<file path="config.mk">
export PLATFORM = sky130hd
export DESIGN_NAME = raster_dispatch
export DESIGN_NICKNAME = d
export VERILOG_FILES = /design/src/rtl/raster_dispatch.sv
export SDC_FILE = /design/constraint.sdc
export NUM_CORES = 1
export LEC_CHECK = 0
export ABC_AREA = 1
export BUFFER_PORTS_ARGS = -buffer_cell sky130_fd_sc_hd__buf_2
export CORE_ASPECT_RATIO = 0.8
export CORE_MARGIN = 5
export CORE_UTILIZATION = 35
export DETAILED_ROUTE_END_ITERATION = 7
export MAX_ROUTING_LAYER = met4
export RECOVER_POWER = 25
export SYNTH_ARGS = -nofsm -noshare
export SYNTH_HDL_FRONTEND = slang
export SYNTH_SLANG_ARGS = --single-unit
</file>
<file path="constraint.sdc">
create_clock -name clk -period 9.2 [get_ports clk]
set_input_delay 0.46 -clock clk [delete_from_list [all_inputs] [get_ports clk]]
set_output_delay 0.46 -clock clk [all_outputs]
set_load 0.01 [all_outputs]
</file>
<file path="src/rtl/raster_dispatch.sv">
// Triangle dispatch buffer: queues packed triangle words and issues them to the
// rasterize core one at a time, modelling core occupancy with a bounding-box countdown.
module raster_dispatch #(
  parameter int DEPTH = 8,
  parameter int SLACK = 1
) (
  input  logic                     clk,
  input  logic                     rst_n,
  input  logic                     flush,
  input  logic                     s_valid,
  output logic                     s_ready,
  input  logic [63:0]              s_tri,
  output logic                     r_valid,
  output logic [63:0]              r_tri,
  output logic                     busy,
  output logic                     idle,
  output logic [$clog2(DEPTH):0]   fifo_count,
  output logic [15:0]              issued
);

  localparam int AW = $clog2(DEPTH);
  localparam int CW = AW + 1;

  typedef enum logic {
    ST_IDLE = 1'b0,
    ST_WAIT = 1'b1
  } state_e;

  state_e          state_q, state_d;
  logic [63:0]     mem_q [DEPTH];
  logic [AW-1:0]   wr_ptr_q, wr_ptr_d;
  logic [AW-1:0]   rd_ptr_q, rd_ptr_d;
  logic [CW-1:0]   count_q, count_d;
  logic [13:0]     cnt_q, cnt_d;
  logic [63:0]     r_tri_q, r_tri_d;
  logic [15:0]     issued_q, issued_d;
  logic            push, pop;
  logic [63:0]     head;
  logic [6:0]      bb_w, bb_h;
  logic [13:0]     area, load;

  // Extent of three signed 6-bit coordinates, inclusive: 1..64.
  function automatic logic [6:0] span(input logic [5:0] a, input logic [5:0] b,
                                      input logic [5:0] c);
    logic signed [6:0] sa, sb, sc, mx, mn;
    logic [6:0] diff;
    sa = signed'({a[5], a});
    sb = signed'({b[5], b});
    sc = signed'({c[5], c});
    mx = sa;
    mn = sa;
    if (sb > mx) mx = sb;
    if (sc > mx) mx = sc;
    if (sb < mn) mn = sb;
    if (sc < mn) mn = sc;
    diff = mx - mn;
    return diff + 7'd1;
  endfunction

  // ---------------------------------------------------------------- FIFO
  assign s_ready    = (count_q < CW'(DEPTH));
  assign push       = s_valid && s_ready && !flush;
  assign pop        = r_valid;
  assign head       = mem_q[rd_ptr_q];
  assign fifo_count = count_q;

  always_comb begin
    wr_ptr_d = wr_ptr_q;
    rd_ptr_d = rd_ptr_q;
    count_d  = count_q;
    if (flush) begin
      wr_ptr_d = '0;
      rd_ptr_d = '0;
      count_d  = '0;
    end else begin
      if (push) wr_ptr_d = wr_ptr_q + AW'(1);
      if (pop)  rd_ptr_d = rd_ptr_q + AW'(1);
      unique case ({push, pop})
        2'b10:   count_d = count_q + CW'(1);
        2'b01:   count_d = count_q - CW'(1);
        default: count_d = count_q;
      endcase
    end
  end

  // NOTE: the triangle storage carries no reset; occupancy is tracked by count_q and
  // the pointers, so stale words are never observable and the array maps to plain RAM.
  always_ff @(posedge clk) begin
    if (push) mem_q[wr_ptr_q] <= s_tri;
  end

  // NOTE: every sequential process uses non-blocking assignments so all registers
  // update together from the same pre-edge values.
  always_ff @(posedge clk or negedge rst_n) begin
    if (!rst_n) begin
      wr_ptr_q <= '0;
      rd_ptr_q <= '0;
      count_q  <= '0;
    end else begin
      wr_ptr_q <= wr_ptr_d;
      rd_ptr_q <= rd_ptr_d;
      count_q  <= count_d;
    end
  end

  // ------------------------------------------------------ occupancy window
  assign bb_w = span(head[63:58], head[45:40], head[27:22]);
  assign bb_h = span(head[57:52], head[39:34], head[21:16]);
  assign area = {7'd0, bb_w} * {7'd0, bb_h};
  assign load = area + 14'(SLACK);
  assign busy = (cnt_q != 14'd0);

  always_comb begin
    cnt_d = cnt_q;
    if (pop)       cnt_d = load;
    else if (busy) cnt_d = cnt_q - 14'd1;
  end

  // ------------------------------------------------------------------ FSM
  always_ff @(posedge clk or negedge rst_n) begin
    if (!rst_n) state_q <= ST_IDLE;
    else        state_q <= state_d;
  end

  // NOTE: each combinational block assigns a default first so no path leaves a
  // signal unassigned, which would otherwise infer a latch.
  always_comb begin
    state_d = state_q;
    unique case (state_q)
      ST_IDLE: if (pop) state_d = ST_WAIT;
      ST_WAIT: if (cnt_q <= 14'd1) state_d = ST_IDLE;
      default: state_d = ST_IDLE;
    endcase
  end

  // The core only samples valid_in while idle, so the strobe is gated by the window.
  always_comb begin
    r_valid = 1'b0;
    unique case (state_q)
      ST_IDLE: r_valid = (count_q != '0) && !busy;
      ST_WAIT: r_valid = 1'b0;
      default: r_valid = 1'b0;
    endcase
  end

  // ------------------------------------------------------ issue bookkeeping
  always_comb begin
    r_tri_d  = r_tri_q;
    issued_d = issued_q;
    if (pop) begin
      r_tri_d  = head;
      issued_d = issued_q + 16'd1;
    end
  end

  always_ff @(posedge clk or negedge rst_n) begin
    if (!rst_n) begin
      cnt_q    <= '0;
      r_tri_q  <= '0;
      issued_q <= '0;
    end else begin
      cnt_q    <= cnt_d;
      r_tri_q  <= r_tri_d;
      issued_q <= issued_d;
    end
  end

  // The head is visible on the issue cycle itself and held afterwards.
  assign r_tri  = pop ? head : r_tri_q;
  assign issued = issued_q;
  assign idle   = (count_q == '0) && !busy && !r_valid;

endmodule
</file>
==> metrics.txt, run 1 <==
DRC errors left 0; Syn Std Cell Area 27,700 um2; slowest stage delay, CP 590 ps; Clock Skew 43.20 ps; critical path peak fanout 22; most common cell in the netlist edfxtp_1; area delta synth->final 16.81%; met2 WL 34,610 um; top_reg_cell synth edfxtp_1; largest net degree at the start of global routing 170; Sw Ratio 41.40%; count of state elements after synthesis 617; Die Ht 261.6 um; clk buf depth 3; drt first pass iters 5; crit-path most repeated cell nand2_1; routed vias 19,184; HP Class in2reg; cell row count 92; f_max 0.1137 GHz; FFs w/ async S/R, synth 17.02%; RePlAce Congestion 0.9513; Avg Cell Area, Syn 11.36 um2; Worst EP arrival 9340 ps; DRT iter0 DRCs 1,488; H-Tree Depth 2; total track usage 17.25%; CTS Sinks 617; Clock transition at path regs 60 ps; synthesized instance count 2,438; Yosys top cell by area edfxtp_1; Pins Over Slew Limit 0; antenna violations before repair 14; first-pass GRT wire length 111,600 um; Final setup violation count 0; Post-DRT Antenna Nets 0; wire length per cell 20.06 um; final WL 74,810 um; die width 324.5 um; met1 wire length 32,450 um; slowest CP cell dfrtp_4; Int Pwr 7.379 mW; EDFF count, synth 512; Worst-Skew Late Latency 640 ps; Hold Vio Cnt, Final 0; root buffer cell clkbuf_16; core area 78,620 um2; Flop pwr share 25.0%; status finished, final reports clean; Synth top area share 55.50%; layout cell share with drive strength beyond 1 13.95%; yosys warns 0; top cells by count, synth edfxtp_1, nor2_1, nand2_1, o21ai_0, inv_1; Worst Path Buf+Inv 12; critical path launch point type flip-flop; met3 WL 6561 um; top cells by area, synth edfxtp_1, dfrtp_1, o21ai_0, nor2_1, nand2_1; crit path time final 8795 ps; Initial Util 35.24%; post-synth cell types 49; post-DR vias/cell 5.145; crit share post-route 95.60%; Clock power frac 20.0%; Nets 2,824; fillers 7,303; worst slack, placed 33.87 ps; final setup margin 404.5 ps; Crit. End Element flip-flop; Max-slew headroom 23.95%; sequential fraction of the synthesis area 64.98%; Syn Nets 2,629; grt total ovfl 0; Static Leak 12.52 nW; Req. time, crit path 9740 ps; part of the power in combinational logic 54.9%; die footprint 84,910 um2; CP top delay family adder cells; Num CTS Buffers 59; Max-cap violations 0; worst IR drop on VDD 1.219 mV; Switch Pwr 5.214 mW; port bufs 155; top sig layer met4; vias in the first global route 18,895; post-DP HPWL 44,140 um; slew of the pin with the lowest slew margin 1141 ps; Pwr Total 12.59 mW; P per Cell Area 389.2 nW/um2; Crit Path Class reg2reg; TritonCTS clock tree done; # IOs 156
## metrics by stage
| step | util, % | instance area (um2) | instances | setup TNS [ps] | hold WS, ps |
|---|---|---|---|---|---|
| floorplan | - | 27700 | 2438 | 0 | 164.4 |
| global placement | 37.98 | 29860 | 3580 | 0 | 461.6 |
| detailed placement | 37.98 | 29860 | 3580 | 0 | 487.9 |
| CTS | 40.56 | 31890 | 3690 | 0 | 41.70 |
| global route | 41.15 | 32350 | 3726 | -202.1 | 88.94 |
| finish | 41.16 | 32360 | 3729 | 0 | 104.7 |
## cells in the final DEF (no fill, tap or decap), types with 4 or more instances in the layout
master and count:
edfxtp_1 512, nor2_1 353, nand2_1 344, o21ai_0 271, inv_1 156, o22ai_1 108, buf_2 105, dfrtp_1 102
ha_1 93, buf_4 77, o21ai_1 64, clkbuf_16 64, nand3_1 63, clkbuf_1 63, a31oi_1 42, a21oi_1 29
fa_1 26, xnor2_1 20, nand2_2 16, diode_2 14, xor2_1 14, clkinv_2 13, o21ai_2 12, nor2_4 11
o221ai_1 10, nand4_1 9, bufinv_16 9, nand2_4 6, clkinv_1 6, nor2_2 5, o211ai_1 5, nor3_1 5
buf_12 5, inv_6 4, nand3_2 4
## final cells by class
| type | instances | area (um2) | share of cell area [%] |
|---|---|---|---|
| Sequential cell | 617 | 18010 | 55.66 |
| Multi-Input combinational cell | 1543 | 8756 | 27.06 |
| Timing Repair Buffer | 247 | 1602 | 4.949 |
| Clock buffer | 77 | 1595 | 4.930 |
| Tap cell | 1034 | 1294 | 3.998 |
| Inverter | 163 | 630.6 | 1.949 |
| Clock inverter | 32 | 420.4 | 1.299 |
| Antenna cell | 14 | 35.03 | 0.1083 |
| Timing Repair inverter | 2 | 17.52 | 0.05413 |
## worst register-to-register path, delay by kind of cell, from the launching register on
family          cells  cell delay, ps
simple gates       21            1920
xor+xnor            1             160
fa+ha+maj          10            3820
flops               1             590
compound gates      7            1090
buf+inv            12            1160
## power by group through the flow
stage | sequential [mW] | clock, mW | combinational, mW
6_report | 3.15 | 2.52 | 6.92
5_1_grt | 3.16 | 2.71 | 8.03
4_1_cts | 3.15 | 2.59 | 6.75
3_5_place_dp | 3.21 | 0 | 6.69
3_3_place_gp | 3.21 | 0 | 6.68
2_1_floorplan | 3.21 | 0 | 5.13
## registers in the layout (all words and copies together), names as in the netlist
signal and flops:
r_tri_q 64, state_q 1, cnt_q 14, wr_ptr_q 3, fifo_count 4, rd_ptr_q 3
mem_q 512, issued 16
## repair_timing
item                                    in CTS  in global routing
endpoints found under the hold margin       41                  0
hold buffers                                 1                  0
endpoints found under the setup margin       0                  8
gates resized for setup                      0                 75
setup buffers                                0                 17
## cell families (layout without fill, tap and decap cells)
family	count (synthesis)	count (layout)	share of synthesized area, %
XOR/XNOR	35	35	1.107
buffers and inverters	278	521	4.282
flip-flops	617	617	64.98
adder cells (fa/ha/maj)	123	123	6.287
AND/OR/NAND/NOR	826	826	12.19
other	0	14	0
AO/OA/AOI/OAI	559	559	11.15
## path summary, 6_finish.rpt
path / startpoint / cells after the start / end / slack (ps)
setup / recovery: rd_ptr_q[0] / 51 / cnt_q[10] / 400
hold / removal: s_tri[9] / 1 / mem_q[1][9] / 100
setup reg to reg: rd_ptr_q[0] / 51 / cnt_q[10] / 400
hold reg to reg: issued[15] / 2 / issued[15] / 500
max in group asynchronous: rst_n / 3 / rd_ptr_q[2] / 7210
min in group asynchronous: rst_n / 2 / r_tri_q[48] / 490
## routing by layer
layer  track usage (%)  up-vias
met5                 -        -
met3             4.005       88
met2             27.78      628
li1                  -     9035
met4             3.605        0
met1             22.66     9433
Power figures use the tool's default switching activity.
==> run 2: changes to the inputs <==
BUFFER_PORTS_ARGS = -buffer_cell sky130_fd_sc_hd__clkbuf_2   (was -buffer_cell sky130_fd_sc_hd__buf_2)
RECOVER_POWER = 100   (was 25)
==> run 2 against run 1 <==
The run now ends with capacitance limit, slew limit left. Largest power group unchanged. Worst hold slack got worse by 14 ps. Cell area decreased by 0.45%. Largest cell class unchanged. Combinational power increased by 3%. Worst setup slack improved by 3.2 ps. Critical endpoint is now cnt_q[12].
==> metrics.txt, run 2 (synthesis gave the netlist of run 1 again) <==
status finished with violations (was finished, final reports clean); failing checks capacitance limit, slew limit; largest net degree at the start of global routing 97 (was 170); slowest stage delay, CP 550 ps (was 590 ps); Hold Vio Cnt, Final 0 (unchanged); die width 324.5 um (unchanged); Clock transition at path regs 60 ps (about the same); critical path peak fanout 19 (was 22); Die Ht 261.6 um (unchanged); DRT iter0 DRCs 1,754 (was 1,488); Worst-Skew Late Latency 650 ps (was 640 ps); Worst EP arrival 9320 ps (was 9340 ps); port bufs 155 (unchanged); fillers 7,402 (was 7,303); die footprint 84,910 um2 (unchanged); Flop pwr share 24.5% (was 25.0%); commonest non-fill, non-tap cell in the layout edfxtp_1 (unchanged); Non-Filler Instances 3,726 (was 3,729); max FFs per register 512 (unchanged); Pins Over Slew Limit 697 (was 0); CTS Sinks 617 (unchanged); P per Cell Area 400.4 nW/um2 (was 389.2 nW/um2); crit-path most repeated cell nand2_1 (unchanged); post-DR vias/cell 5.140 (was 5.145); fin util 40.97% (was 41.16%); clk buf depth 3 (unchanged); Pwr Total 12.90 mW (was 12.59 mW); HP Class in2reg (unchanged); Num CTS Buffers 61 (was 59); Sum Neg Setup Slack 0 ps (unchanged); layout cell share with drive strength beyond 1 9.362% (was 13.95%); Static Leak 12.15 nW (was 12.52 nW); Int Pwr 7.517 mW (was 7.379 mW); routed vias 19,151 (was 19,184); Final setup violation count 0 (unchanged); placed insts 3,578 (was 3,580); grt total ovfl 0 (unchanged); first-pass GRT wire length 111,700 um (was 111,600 um); final WL 74,500 um (was 74,810 um); Reg with most FFs mem_q (unchanged); slew of the pin with the lowest slew margin 3846 ps (was 1141 ps); root buffer cell clkbuf_16 (unchanged); f_max 0.1137 GHz (about the same); wire length per cell 19.99 um (was 20.06 um); slowest CP cell fa_1 (was dfrtp_4); Clock power frac 20.4% (was 20.0%); TritonCTS clock tree done (unchanged); core area 78,620 um2 (unchanged); Max-slew headroom -156.4% (was 23.95%); area delta synth->final 16.29% (was 16.81%); H-Tree Depth 2 (unchanged); Max-cap violations 19 (was 0); crit share post-route 95.57% (was 95.60%); Post-DRT Antenna Nets 0 (unchanged); crit path time final 8792 ps (was 8795 ps); post-DP HPWL 45,030 um (was 44,140 um); cell row count 92 (unchanged); Crit. End Element flip-flop (unchanged); Initial Util 35.24% (unchanged); total track usage 17.23% (was 17.25%); drt first pass iters 5 (unchanged); RePlAce Congestion 0.9229 (was 0.9513); Min Hold Slack 90.51 ps (was 104.7 ps); Req. time, crit path 9730 ps (was 9740 ps); DRC errors left 0 (unchanged); antenna violations before repair 11 (was 14); Nets 2,819 (was 2,824); part of the power in combinational logic 55.1% (was 54.9%); Clock Skew 50.99 ps (was 43.20 ps); worst IR drop on VDD 1.276 mV (was 1.219 mV); Sw Ratio 41.72% (was 41.40%); Crit Path Class reg2reg (unchanged); # IOs 156 (unchanged); critical path launch point type flip-flop (unchanged); most frequent cells in the layout edfxtp_1, nor2_1, nand2_1 (unchanged); vias in the first global route 18,593 (was 18,895); Switch Pwr 5.381 mW (was 5.214 mW)
[run 2: power by group through the flow]
stage / sequential, mW / clock [mW] / combinational, mW
finish: 3.15 / 2.64 / 7.11
global route: 3.16 / 2.81 / 8.13
CTS: 3.15 / 2.69 / 6.80
detailed placement: 3.21 / 0 / 6.75
global placement: 3.21 / 0 / 6.69
floorplan: 3.21 / 0 / 5.13
[run 2: worst max-delay path: cells and delay by family (launching register included)]
kind,cells,cell delay [ps]
and+or+nand+nor,18,1750
xor gates and xnor gates,2,320
buffers and inverters,10,1130
adders and majority gates,9,3470
AOI/OAI and AO/OA,7,1410
DFF,1,530
[run 2: layout make-up]
type,count,area (um2),share of cell area (%)
sequential,617,18010,55.91
multi-input combinational,1544,8680,26.94
clock buffer,84,1724,5.352
timing repair buffer,240,1400,4.346
tap,1034,1294,4.016
inverter,163,633.1,1.965
clock inverter,32,436.7,1.356
antenna,11,27.53,0.08545
timing repair inverter,1,8.758,0.02719
[run 2: worst paths after layout]
check / startpoint / endpoint / slack [ps] / cells past startpoint
worst max-delay path: rd_ptr_q[0] / cnt_q[12] / 410 / 46
worst min-delay path: flush / rd_ptr_q[1] / 90 / 2
worst max register to register: rd_ptr_q[0] / cnt_q[12] / 410 / 46
worst min register to register: issued[15] / issued[15] / 500 / 2
max in group asynchronous: rst_n / issued[6] / 2710 / 3
min in group asynchronous: rst_n / r_tri_q[15] / 1690 / 2
[run 2: what timing repair did]
action | in CTS | in global routing
pin swaps | 0 | 20
cloned | 0 | 8
setup buffers | 0 | 12
endpoints found under the setup margin | 3 | 8
resized for setup | 1 | 86
hold endpoints to repair | 41 | 0
hold buffers | 1 | 0
[run 2: per-stage QoR]
step	worst slack [ps]	area [um2]
after global placement	168.9	29850
after detailed placement	-30.37	29850
after global routing	-104.4	32210
after CTS	7.839	32020
final	407.8	32210
after floorplan	606.3	27700
[run 2: layer usage]
metal,routed length [um],global-route usage [%],up-vias
met5,0,-,-
met4,1162,3.569,0
met3,5677,3.537,94
met2,34520,27.45,606
met1,33130,23.21,9444
li1,-,-,9007
